[src/rtl/risc_mmio_responder_if.sv]
// risc_mmio_responder_if: CPU data-port and transmit-stream signals of the MMIO responder
// master: CPU/consumer side (drives store strobe, address, data, Out_Ready)
// slave: responder side (drives Dev_Hit, Dev_Data_Out, Out_Valid, Out_Data, Timer_Irq)
interface risc_mmio_responder_if;
  logic        EX_WB_MW;
  logic [31:0] EX_WB_Data_Mem_Addr;
  logic [31:0] Ex_WB_Data_Mem_Data_In;
  logic        Dev_Hit;
  logic [31:0] Dev_Data_Out;
  logic        Out_Valid;
  logic [31:0] Out_Data;
  logic        Out_Ready;
  logic        Timer_Irq;
  modport master (
    output EX_WB_MW, EX_WB_Data_Mem_Addr, Ex_WB_Data_Mem_Data_In, Out_Ready,
    input  Dev_Hit, Dev_Data_Out, Out_Valid, Out_Data, Timer_Irq
  );
  modport slave (
    input  EX_WB_MW, EX_WB_Data_Mem_Addr, Ex_WB_Data_Mem_Data_In, Out_Ready,
    output Dev_Hit, Dev_Data_Out, Out_Valid, Out_Data, Timer_Irq
  );
endinterface

[src/rtl/risc_mmio_responder.sv]
// risc_mmio_responder: 256-byte MMIO window with transmit FIFO and interval timer
// clk, reset: system clock and synchronous active-high reset
// bus: CPU store/load port, FIFO valid/ready drain, timer interrupt
module risc_mmio_responder #(
  parameter logic [31:0] BASE_ADDR  = 32'hFFFF_FF00,
  parameter int          FIFO_DEPTH = 8,
  parameter int          CNT_W      = 4
) (
  input logic                clk,
  input logic                reset,
  risc_mmio_responder_if.slave bus
);
  localparam int PW = $clog2(FIFO_DEPTH);
  logic [31:0]      mem [FIFO_DEPTH];
  logic [PW-1:0]    rptr, wptr;
  logic [CNT_W-1:0] count;
  logic             ovf, flag;
  logic [1:0]       ctrl;
  logic [31:0]      tcount, tcmp, status, wdata;
  logic [5:0]       off;
  logic             hit, wr, empty, full, pop, push, accept, drop, st_wr, tcmp_wr, match;
  assign wdata   = bus.Ex_WB_Data_Mem_Data_In;
  assign hit     = bus.EX_WB_Data_Mem_Addr[31:8] == BASE_ADDR[31:8];
  assign off     = bus.EX_WB_Data_Mem_Addr[7:2];
  assign wr      = bus.EX_WB_MW & hit;
  assign empty   = count == '0;
  assign full    = count == CNT_W'(FIFO_DEPTH);
  assign pop     = bus.Out_Valid & bus.Out_Ready;
  assign push    = wr & (off == 6'd0);
  // a pop on the same edge frees the slot, so a push into a full FIFO still lands
  assign accept  = push & (~full | pop);
  assign drop    = push & full & ~pop;
  assign st_wr   = wr & (off == 6'd1);
  assign tcmp_wr = wr & (off == 6'd3);
  assign match   = ctrl[0] & (tcount == tcmp);
  assign status  = (32'(count) << 8) | {28'b0, flag, ovf, full, empty};
  assign bus.Dev_Hit      = hit;
  assign bus.Out_Valid    = ~empty;
  assign bus.Out_Data     = empty ? '0 : mem[rptr];
  assign bus.Timer_Irq    = flag & ctrl[1];
  assign bus.Dev_Data_Out = !hit           ? '0 :
                            off == 6'd0    ? bus.Out_Data :
                            off == 6'd1    ? status :
                            off == 6'd2    ? tcount :
                            off == 6'd3    ? tcmp :
                            off == 6'd4    ? {30'b0, ctrl} : '0;
  always_ff @(posedge clk)
    if (accept) mem[wptr] <= wdata;
  always_ff @(posedge clk) begin
    if (reset) begin
      rptr   <= '0;
      wptr   <= '0;
      count  <= '0;
      ovf    <= 1'b0;
      flag   <= 1'b0;
      tcount <= '0;
      tcmp   <= '0;
      ctrl   <= '0;
    end else begin
      if (accept) wptr <= wptr + 1'b1;
      if (pop) rptr <= rptr + 1'b1;
      count  <= count + CNT_W'(accept) - CNT_W'(pop);
      // hardware set beats a simultaneous write-1-to-clear
      ovf    <= drop | (ovf & ~(st_wr & wdata[2]));
      flag   <= (match & ~tcmp_wr) | (flag & ~(st_wr & wdata[3]));
      tcount <= (tcmp_wr | match) ? '0 : ctrl[0] ? tcount + 32'd1 : tcount;
      if (tcmp_wr) tcmp <= wdata;
      if (wr & (off == 6'd4)) ctrl <= wdata[1:0];
    end
  end
endmodule

[src/flat_wrapper.sv]
// flat-port wrapper written by rule: the top's interface ports become plain ports
module risc_mmio_responder_flat 
#(
  parameter logic [31:0] BASE_ADDR  = 32'hFFFF_FF00,
  parameter int          FIFO_DEPTH = 8,
  parameter int          CNT_W      = 4
)
  (clk, reset, bus_EX_WB_MW, bus_EX_WB_Data_Mem_Addr, bus_Ex_WB_Data_Mem_Data_In, bus_Out_Ready, bus_Dev_Hit, bus_Dev_Data_Out, bus_Out_Valid, bus_Out_Data, bus_Timer_Irq);
  risc_mmio_responder_if bus_i ();
  input logic clk;
  input logic reset;
  input wire logic [$bits(bus_i.EX_WB_MW)-1:0] bus_EX_WB_MW;
  input wire logic [$bits(bus_i.EX_WB_Data_Mem_Addr)-1:0] bus_EX_WB_Data_Mem_Addr;
  input wire logic [$bits(bus_i.Ex_WB_Data_Mem_Data_In)-1:0] bus_Ex_WB_Data_Mem_Data_In;
  input wire logic [$bits(bus_i.Out_Ready)-1:0] bus_Out_Ready;
  output wire logic [$bits(bus_i.Dev_Hit)-1:0] bus_Dev_Hit;
  output wire logic [$bits(bus_i.Dev_Data_Out)-1:0] bus_Dev_Data_Out;
  output wire logic [$bits(bus_i.Out_Valid)-1:0] bus_Out_Valid;
  output wire logic [$bits(bus_i.Out_Data)-1:0] bus_Out_Data;
  output wire logic [$bits(bus_i.Timer_Irq)-1:0] bus_Timer_Irq;
  assign bus_i.EX_WB_MW = bus_EX_WB_MW;
  assign bus_i.EX_WB_Data_Mem_Addr = bus_EX_WB_Data_Mem_Addr;
  assign bus_i.Ex_WB_Data_Mem_Data_In = bus_Ex_WB_Data_Mem_Data_In;
  assign bus_i.Out_Ready = bus_Out_Ready;
  assign bus_Dev_Hit = bus_i.Dev_Hit;
  assign bus_Dev_Data_Out = bus_i.Dev_Data_Out;
  assign bus_Out_Valid = bus_i.Out_Valid;
  assign bus_Out_Data = bus_i.Out_Data;
  assign bus_Timer_Irq = bus_i.Timer_Irq;
  risc_mmio_responder #(.BASE_ADDR(BASE_ADDR), .FIFO_DEPTH(FIFO_DEPTH), .CNT_W(CNT_W)) u_core (.clk(clk), .reset(reset), .bus(bus_i));
endmodule
[config.mk]
export PLATFORM = sky130hd
export DESIGN_NAME = risc_mmio_responder_flat
export DESIGN_NICKNAME = d
export VERILOG_FILES = /design/src/rtl/risc_mmio_responder_if.sv /design/src/rtl/risc_mmio_responder.sv /design/src/flat_wrapper.sv
export SDC_FILE = /design/constraint.sdc
export NUM_CORES = 1
export LEC_CHECK = 0
export CORE_MARGIN = 4
export CORE_UTILIZATION = 55
export DETAILED_ROUTE_END_ITERATION = 8
export HOLD_SLACK_MARGIN = 0.12
export MAX_ROUTING_LAYER = met4
export PLACE_DENSITY = 0.77
export REMOVE_ABC_BUFFERS = 1
export SLEW_MARGIN = 20
export SYNTH_ARGS = -nofsm -noshare
export SYNTH_HDL_FRONTEND = slang
export SYNTH_SLANG_ARGS = --single-unit
[constraint.sdc]
create_clock -name clk -period 7.28 [get_ports clk]
set_input_delay 1.456 -clock clk [delete_from_list [all_inputs] [get_ports clk]]
set_output_delay 1.456 -clock clk [all_outputs]
set_load 0.03 [all_outputs]
==> results_dict.tcl <==
set metrics [dict create \
    clk_pin_slew_ns 0.06 \
    synth_edf_count 256 \
    cp.required_ns 5.82 \
    viasPerCell 6.09 \
    pin_count 135 \
    critPathArrivalTime_ns 4.74 \
    hold_path_class "reg -> reg" \
    antenna_found_initial 1 \
    port_buffers 132 \
    post-cts-setup-buffers 0 \
    ctsHoldBuffers 0 \
    grt_max_degree 50 \
    drt_iter0_markers 775 \
    drc 0 \
    cts_tree "yes" \
    layout_common_cells "edfxtp_1, clkdlybuf4s50_1, nand2_1, nor2_1, dfxtp_1" \
    synth_top_area_share_pct 52.7 \
    clock_sink_count 337 \
    fin_nets 1238 \
    critPathLaunchType "input pin" \
    worstSkewPairLatency_ns 0.51 \
    place_congestion 0.923 \
    synth_cell_types 49 \
    fin_skew_ns 0.0114 \
    fmax_mhz 161 \
    synth-seq-cells 337 \
    drive_gt1_share_pct 13.8 \
    post_cts_resized 0 \
    syn_inst 1032 \
    setup_violations 0 \
    r2r_cells 7 \
    numCtsBuffers 35 \
    grtUsageTotal_pct 24.5 \
    irDropWorstVdd_v 0.000263 \
    setup.worst_path.end_class "output port" \
    outcome "completed" \
    synth-main-ff-cell "edfxtp_1" \
    dieHeight_um 171 \
    core_um2 26100 \
    dpl.hpwl_um 21700 \
    wl_um 34400 \
    drv_slew 0 \
    layout_commonest_cell "edfxtp_1" \
    overflow 0 \
    rsz0062_at_grt "no" \
    relSlewSlack_pct 36.8 \
    avgSynthCellArea_um2 14.1 \
    start_util_pct 56.0 \
    cts_root_buffer "clkbuf_16" \
    tns_ns 0 \
    maxCapViolCount 0 \
    die-area_um2 29200 \
    yosys_warnings 0 \
    cts_max_level 2 \
    hold_violations 0 \
    final.fill_count 1839 \
    syn_area_um2 14600 \
    drtAntennaViolNets 0 \
    multi_input_area_um2 5000 \
    holdPathStages 2 \
    grt_pass1_vias 9314 \
    synth_seq_area_share_pct 63.8 \
    tightestPinTransition_ns 0.948 \
    post-route-min-period_ns 6.20 \
    p_leak_nw 5.68 \
    post_drt_wl_per_cell_um 22.6 \
    power_density_nw_per_um2 298 \
    ff_latch_area_um2 9320 \
    synth_async_sr_flop_share_pct 0 \
    worstSetupPathType "in -> out" \
    num_vias 9261 \
    area_delta_synth_final_pct 19.5 \
    fp.dieW_um 171 \
    grt_pass1_wl_um 53500 \
    dr.pass1.iters 5 \
    worstPathMaxFanout 17 \
    netlist.top_cell.by_area "edfxtp_1" \
    cts_buffer_depth 3 \
    holdWs_ns 0.479 \
    period_share_pct 85.2 \
    synthTopCellsByArea "edfxtp_1, dfxtp_1, mux4_2" \
    floorplan.rows 59 \
]
## per-layer routing
| metal | up-vias | part of all wire, % | GRT usage (%) |
|---|---|---|---|
| li1 | 4165 | - | - |
| met1 | 4615 | 42 | 34.5 |
| met2 | 420 | 48 | 37.9 |
| met3 | 61 | 7.8 | 3.26 |
| met4 | 0 | 2.7 | 7.30 |
| met5 | - | 0 | - |
## logic make-up (layout without fill, tap and decap cells)
logic type | Yosys count | after routing | share of synthesized area, %
other | 0 | 1 | 0
DFF | 337 | 337 | 63.8
muxes | 136 | 136 | 14.8
xor gates and xnor gates | 63 | 63 | 3.78
and+or+nand+nor | 317 | 317 | 10.3
buffers and inverters | 81 | 234 | 2.30
adders and majority gates | 10 | 10 | 0.909
AOI/OAI and AO/OA | 88 | 88 | 4.06
## power by group
| group | total, mW | internal [mW] | leakage [nW] | switching (mW) |
|---|---|---|---|---|
| Sequential | 2.18 | 2.09 | 2.96 | 0.0974 |
| Combinational | 1.22 | 0.571 | 2.17 | 0.652 |
| Clock | 1.78 | 1.07 | 0.560 | 0.712 |
## area by class of cell
class	instances	area share [%]
clock inverter	16	1.09
multi-input combinational	614	28.7
antenna	1	0.0144
clock buffer	46	5.49
sequential	337	53.4
timing repair buffer	155	8.51
inverter	17	0.366
tap	335	2.40
## per-stage QoR
stage | area [µm²] | util, % | total power, mW | setup slack [ns] | std cells
finish | 17400 | 66.9 | 5.19 | 1.08 | 1521
global route | 17400 | 66.9 | 5.40 | 0.715 | 1521
global placement | 16300 | 62.5 | 3.44 | 1.09 | 1458
floorplan | 14300 | - | 3.01 | 0.900 | 968
detailed placement | 16300 | 62.5 | 3.46 | 1.08 | 1458
CTS | 17400 | 66.9 | 5.23 | 1.05 | 1520
## worst max-delay path: stages
cell,delay (ns)
clkdlybuf4s50_1,0.46
nand4_1,0.13
nor4_2,0.59
nand2_1,0.61
buf_4,0.43
clkinv_1,0.13
nand2_1,0.06
a21oi_1,0.16
clkdlybuf4s50_1,0.70
## state kept, by name, summed over array words and instances (netlist names), named ones only
signal and count:
u_core.wptr 3, u_core.ovf 1, u_core.mem 256, u_core.tcount 32
u_core.count 4, u_core.ctrl 2, u_core.tcmp 32, u_core.flag 1
u_core.rptr 3
## path summary, 6_finish.rpt
| path | slack [ns] | endpoint | start |
|---|---|---|---|
| setup / recovery | 1.08 | bus_Dev_Data_Out[9] | bus_EX_WB_Data_Mem_Addr[28] |
| hold / removal | 0.48 | u_core.tcmp[16] | u_core.tcmp[16] |
| setup reg to reg | 4.02 | u_core.mem[4][4] | u_core.count[2] |
| hold reg to reg | 0.48 | u_core.tcmp[16] | u_core.tcmp[16] |
## synthesized netlist by cell type (all sizes together), types with 3 or more instances
master	count
edfxtp	256
nor2	93
nand2	91
dfxtp	81
mux2i	70
mux4	64
a21oi	47
clkbuf	41
nor3	41
xor2	39
nor4	27
o22a	27
xnor2	24
buf	23
nand4	19
inv	16
nand3	12
and3	9
ha	9
nand2b	5
nor2b	5
and2	4
a2111oi	3
a22oi	3
and4	3
o21ai	3
or4	3
No activity file was read; power rests on OpenSTA's default activity.
